**config.mk**
```make
export PLATFORM = sky130hd
export DESIGN_NAME = instr_fetch_queue
export DESIGN_NICKNAME = d
export VERILOG_FILES = /design/src/rtl/instr_fetch_queue.sv
export SDC_FILE = /design/constraint.sdc
export NUM_CORES = 1
export LEC_CHECK = 0
export ABC_CLOCK_PERIOD_IN_PS = 10200
export CORE_MARGIN = 4
export CORE_UTILIZATION = 60
export CTS_BUF_LIST = sky130_fd_sc_hd__clkbuf_8
export CTS_CLUSTER_SIZE = 20
export DETAILED_ROUTE_END_ITERATION = 12
export PLACE_DENSITY = 0.85
export RECOVER_POWER = 25
export SKIP_LAST_GASP = 1
export SLEW_MARGIN = 20
export SYNTH_ARGS = -nofsm -noshare
export SYNTH_HDL_FRONTEND = slang
export SYNTH_SLANG_ARGS = --single-unit
```
**constraint.sdc**
```tcl
create_clock -name clk -period 10.2 [get_ports clk]
set_clock_uncertainty 0.05 [all_clocks]
set_input_delay 2.55 -clock clk [delete_from_list [all_inputs] [get_ports clk]]
set_output_delay 2.55 -clock clk [all_outputs]
set_load 0.02 [all_outputs]
```
**src/rtl/instr_fetch_queue.sv**
```systemverilog
`default_nettype none
// +----------------------------------------------------------------------------+
// | Module  : instr_fetch_queue                                                |
// | Brief   : Fetch stage: generates the fetch PC, issues instruction-memory   |
// |           reads and buffers returned instructions in a small FIFO that     |
// |           feeds decode over valid/ready. Redirects flush and restart.      |
// |           Optional macro FETCHQ_BYPASS_EN: forward the memory response     |
// |           straight to decode when the queue is empty (1-cycle latency).    |
// | Revision: 1.0 - initial release                                            |
// +----------------------------------------------------------------------------+
module instr_fetch_queue #(
  parameter int                DEPTH    = 4,
  parameter int                ADDR_W   = 64,
  parameter int                INSTR_W  = 32,
  parameter logic [ADDR_W-1:0] PC_RESET = '0
) (
  input  logic                       clk,
  input  logic                       reset,
  output logic                       imem_req,
  output logic [ADDR_W-1:0]          imem_addr,
  input  logic [INSTR_W-1:0]         imem_data,
  input  logic                       redirect_valid,
  input  logic [ADDR_W-1:0]          redirect_pc,
  output logic                       dec_valid,
  input  logic                       dec_ready,
  output logic [INSTR_W-1:0]         dec_instr,
  output logic [ADDR_W-1:0]          dec_pc,
  output logic [$clog2(DEPTH):0]     q_count
);

  localparam int                c_AW      = $clog2(DEPTH);
  localparam int                c_PTR_W   = c_AW + 1;
  localparam logic [c_PTR_W:0]  c_DEPTH_W = (c_PTR_W + 1)'(DEPTH);
  localparam logic [ADDR_W-1:0] c_PC_INC  = ADDR_W'(4);

  logic [ADDR_W-1:0]  r_fetch_pc;
  logic [ADDR_W-1:0]  r_inflight_pc;
  logic               r_inflight;
  logic [c_PTR_W-1:0] r_wptr;
  logic [c_PTR_W-1:0] r_rptr;
  logic [INSTR_W-1:0] r_instr_mem [DEPTH];
  logic [ADDR_W-1:0]  r_pc_mem    [DEPTH];

  logic [c_PTR_W-1:0] w_count;
  logic [c_PTR_W:0]   w_credit;
  logic               w_empty;
  logic               w_full;
  logic               w_bypass;
  logic               w_enq;
  logic               w_deq;
  logic               w_run;

  // Extra wrap bit in the pointers lets the difference span 0..DEPTH.
  assign w_count  = r_wptr - r_rptr;
  assign w_empty  = (w_count == '0);
  assign w_full   = (w_count == c_PTR_W'(DEPTH));
  // Queued entries plus the outstanding response: never request beyond DEPTH.
  assign w_credit = {1'b0, w_count} + {{c_PTR_W{1'b0}}, r_inflight};
  assign w_run    = reset & ~redirect_valid;

  assign imem_req  = w_run & (w_credit < c_DEPTH_W);
  assign imem_addr = r_fetch_pc;
  assign q_count   = w_count;

`ifdef FETCHQ_BYPASS_EN
  assign w_bypass = w_run & w_empty & r_inflight;
`else
  assign w_bypass = 1'b0;
`endif

  // A bypassed response consumed by decode never enters the queue.
  assign w_enq     = r_inflight & ~(w_bypass & dec_ready);
  assign w_deq     = ~w_empty & dec_ready;
  assign dec_valid = ~w_empty | w_bypass;

  // Decode outputs: queue head, or the live memory response when bypassing.
  always_comb begin
    dec_instr = '0;
    dec_pc    = '0;
`ifdef FETCHQ_BYPASS_EN
    if (w_bypass) begin
      dec_instr = imem_data;
      dec_pc    = r_inflight_pc;
    end else
`endif
    if (!w_empty) begin
      dec_instr = r_instr_mem[r_rptr[c_AW-1:0]];
      dec_pc    = r_pc_mem[r_rptr[c_AW-1:0]];
    end
  end

  // Fetch PC, in-flight tracking and queue pointers; redirect beats everything.
  always_ff @(posedge clk) begin
    if (!reset) begin
      r_fetch_pc    <= PC_RESET;
      r_inflight    <= 1'b0;
      r_inflight_pc <= '0;
      r_wptr        <= '0;
      r_rptr        <= '0;
    end else if (redirect_valid) begin
      r_fetch_pc <= redirect_pc;
      r_inflight <= 1'b0;
      r_wptr     <= '0;
      r_rptr     <= '0;
    end else begin
      r_inflight <= imem_req;
      if (imem_req) begin
        r_fetch_pc    <= r_fetch_pc + c_PC_INC;
        r_inflight_pc <= r_fetch_pc;
      end
      if (w_enq) r_wptr <= r_wptr + 1'b1;
      if (w_deq) r_rptr <= r_rptr + 1'b1;
    end
  end

  // Queue storage; contents only matter between the pointers, so no reset.
  always_ff @(posedge clk) begin
    if (w_run && w_enq) begin
      r_instr_mem[r_wptr[c_AW-1:0]] <= imem_data;
      r_pc_mem[r_wptr[c_AW-1:0]]    <= r_inflight_pc;
    end
  end

  // The credit check must make a write into a full queue unreachable.
  always_ff @(posedge clk) begin
    if (w_run && w_enq) assert (!w_full || w_deq);
  end

endmodule
`default_nettype wire

```
==> metrics.md <==
| Metric | Value |
|---|---|
| Status | `finished, final reports clean` |
| Vias per inst | `6.14` |
| CTS HTree Levels | `3` |
| Multi-input gate area | `6260 sq um` |
| Vias | `13,700` |
| Core area | `34,500 sq um` |
| Buf+Inv Stages, Crit Path | `4` |
| Netlist Area Pre-Place | `20,900 sq um` |
| WL/cell | `23.4 um` |
| Top delay family on crit path | `buffers and inverters` |
| WL final | `52,000 um` |
| Worst path arrival time | `4860 ps` |
| Die area | `37,900 sq um` |
| HPWL Detailed | `32,200 um` |
| Die Ht | `195 um` |
| Final period util | `73.2%` |
| Final setup viols | `0` |
| Syn nets | `1,532` |
| Top cell type's share of synthesized area | `55.2%` |
| DIE WIDTH | `195 um` |
| Max Used Layer | `met4` |
| Clock Power Share | `38.1%` |
| CP max FO | `48` |
| Metal2 WL | `24,900 um` |
| Pwr Density | `172 nW/um^2` |
| # Max-Cap Violations | `0` |
| Resize count post-CTS | `0` |
| Cell Rows | `68` |
| Total Neg Setup Slack | `0 ps` |
| Logic pwr share | `8.2%` |
| Ys Warns | `0` |
| CTS max path bufs | `3` |
| Fillers | `2,136` |
| Yosys top cell by area | `edfxtp_1` |
| Num CTS Buffers | `82` |
| Final hold vios | `0` |
| Flop pwr share | `53.6%` |
| Starting DRT DRC Count | `1,336` |
| Worst relative slew slack | `31.3%` |
| Max Freq | `134 MHz` |
| Switch Pwr | `1.03 mW` |
| Final Max Slew Viols | `0` |
| Area delta synth->final | `22.2%` |
| GR Overflow Total | `0` |
| Total track usage | `27.1%` |
| DR DRC count | `0` |
| Synth unique cells | `56` |
| Layout cell share with drive strength beyond 1 | `14.2%` |
| Synth async-reset ratio | `0%` |
| Vias in the first global route | `13,800` |
| Max incr delay on CP | `610 ps` |
| Top_reg_cell synth | `edfxtp_1` |
| Yosys reg bits | `521` |
| Met3 wire length | `5010 um` |
| Worst Max-Slew Pin Slew | `1030 ps` |
| Post-CTS Setup Inserts | `0` |
| Initial Util | `60.6%` |
| Worst min path class | `reg2reg` |
| Most frequent cell after synthesis | `edfxtp_1` |
| Internal Power | `3.36 mW` |
| Sequential Area | `14,300 sq um` |
| CP Cell Sequence | `clkdlybuf4s50_1, buf_4, nor2b_1, nand3_4, inv_2, clkdlybuf4s50_1` |
| Root Buffer | `clkbuf_8` |
| TritonCTS Sinks | `521` |
| Fin util | `74.1%` |
| Crit start category | `input port` |
| CP required | `7600 ps` |
| CTS Hold Bufs | `0` |
| Critical path type | `in2out` |
| CTS tree | `yes` |
| DR pass1 iterations | `5` |
| Worst path most repeated cell | `clkdlybuf4s50_1` |
| Post-Place Worst Slack | `2780 ps` |
| Net Sw Frac | `23.4%` |
| Antenna viol nets, final | `0` |
| VDD IR-drop max | `0.121 mV` |
| Port Buffers | `264` |
| Final #Nets | `1,810` |
| Largest net degree at the start of global routing | `101` |
| Clk_lat worst skew | `600 ps` |
| Leakage | `8.20 nW` |
| Share of the yosys chip area belonging to registers | `68.3%` |
| Mapped Avg Cell Area | `14.7 sq um` |
| Post-synth top cells | `384 x edfxtp_1, 177 x nand2_1, 137 x dfxtp_1` |
| Clk slew on worst S/H paths | `50 ps` |
| Metal1 wirelength | `19,900 um` |
| Initial antenna violation count | `0` |
| Final WS setup | `2740 ps` |
| First-pass GRT wire length | `79,700 um` |
| Antenna Diode Count | `0` |
| EDFF count, synth | `384` |
| Slowest cell on the critical path | `clkdlybuf4s50_1` |
| Synth area leaders | `edfxtp_1 55%, dfxtp_1 13%, mux4_2 10%` |
| Crit path capture type | `output port` |
| Cells after Synth | `1,424` |
| Number of I/O pins | `265` |
| GP Congestion | `0.908` |
| Fin crit period | `7460 ps` |
| RSZ-0062 raised after global routing | `no` |
[registers in the layout (all words and copies together) (netlist names), named ones only]
register,count
r_rptr,3
r_inflight_pc,64
r_instr_mem,128
imem_addr,64
r_pc_mem,256
r_inflight,1
r_wptr,3
[power groups by stage]
stage	Sequential [mW]	Combinational [mW]	Clock, mW
4_1_cts	2.35	0.362	1.70
3_3_place_gp	2.39	0.355	0
3_5_place_dp	2.40	0.360	0
2_1_floorplan	2.40	0.162	0
5_1_grt	2.36	0.383	1.81
6_report	2.36	0.362	1.67
[worst paths after layout]
kind                     startpoint           endpoint  slack [ps]  cells after the start
setup reg to reg          r_wptr[0]      imem_addr[58]        6580                     10
hold / removal    r_inflight_pc[34]  r_inflight_pc[34]         440                      2
setup / recovery              reset           imem_req        2740                      6
hold reg to reg   r_inflight_pc[34]  r_inflight_pc[34]         440                      2
[final cells by class]
| class | count | share of cell area (%) |
|---|---|---|
| clock buffer | 94 | 5.07 |
| multi-input combinational | 803 | 24.5 |
| clock inverter | 58 | 1.15 |
| sequential | 521 | 56.0 |
| timing repair buffer | 279 | 10.8 |
| inverter | 15 | 0.221 |
| tap | 455 | 2.23 |
[logic make-up after synthesis]
kind of cell | Yosys count | synth area share (%)
simple gates | 465 | 11.9
mux | 102 | 10.6
xor+xnor | 29 | 1.29
flops | 521 | 68.3
fa+ha+maj | 8 | 0.515
compound gates | 199 | 5.43
buf+inv | 100 | 1.92
[layout by cell type (no fill, tap or decap), drive strengths merged, types with 12 or more instances in the layout]
cell	instances
a21oi	84
a31oi	26
and2	97
buf	15
clkbuf	94
clkdlybuf4s50	260
clkinv	16
dfxtp	137
edfxtp	384
inv	53
mux4	96
nand2	178
nand3	40
nand4	33
nor2	33
nor4	14
o21ai	53
o31ai	13
or3	15
or4	22
xnor2	12
xor2	16
[metal layers]
metal | up-vias | track usage, %
met5 | - | 0
met4 | 0 | 12.0
met3 | 151 | 6.38
met2 | 764 | 43.0
met1 | 6722 | 36.4
li1 | 6032 | -
[through the flow]
step | std cells | area (sq um) | total power [mW] | hold WS [ps]
finish | 2225 | 25500 | 4.39 | 443
detailed placement | 2072 | 23900 | 2.76 | 428
global route | 2225 | 25500 | 4.55 | 467
global placement | 2072 | 23900 | 2.75 | 420
CTS | 2224 | 25500 | 4.42 | 437
floorplan | 1424 | 20900 | 2.56 | 410
[worst reg2reg max path, stage by stage, from the launching register on]
cell and delay [ps]:
dfxtp_1 410, inv_1 120, ha_1 220, fa_1 620
or3b_1 300, nand3_4 110, inv_2 110, buf_4 640
nand2_1 310, or4_1 570, o211ai_1 100
(Power assumes the default switching activity.)
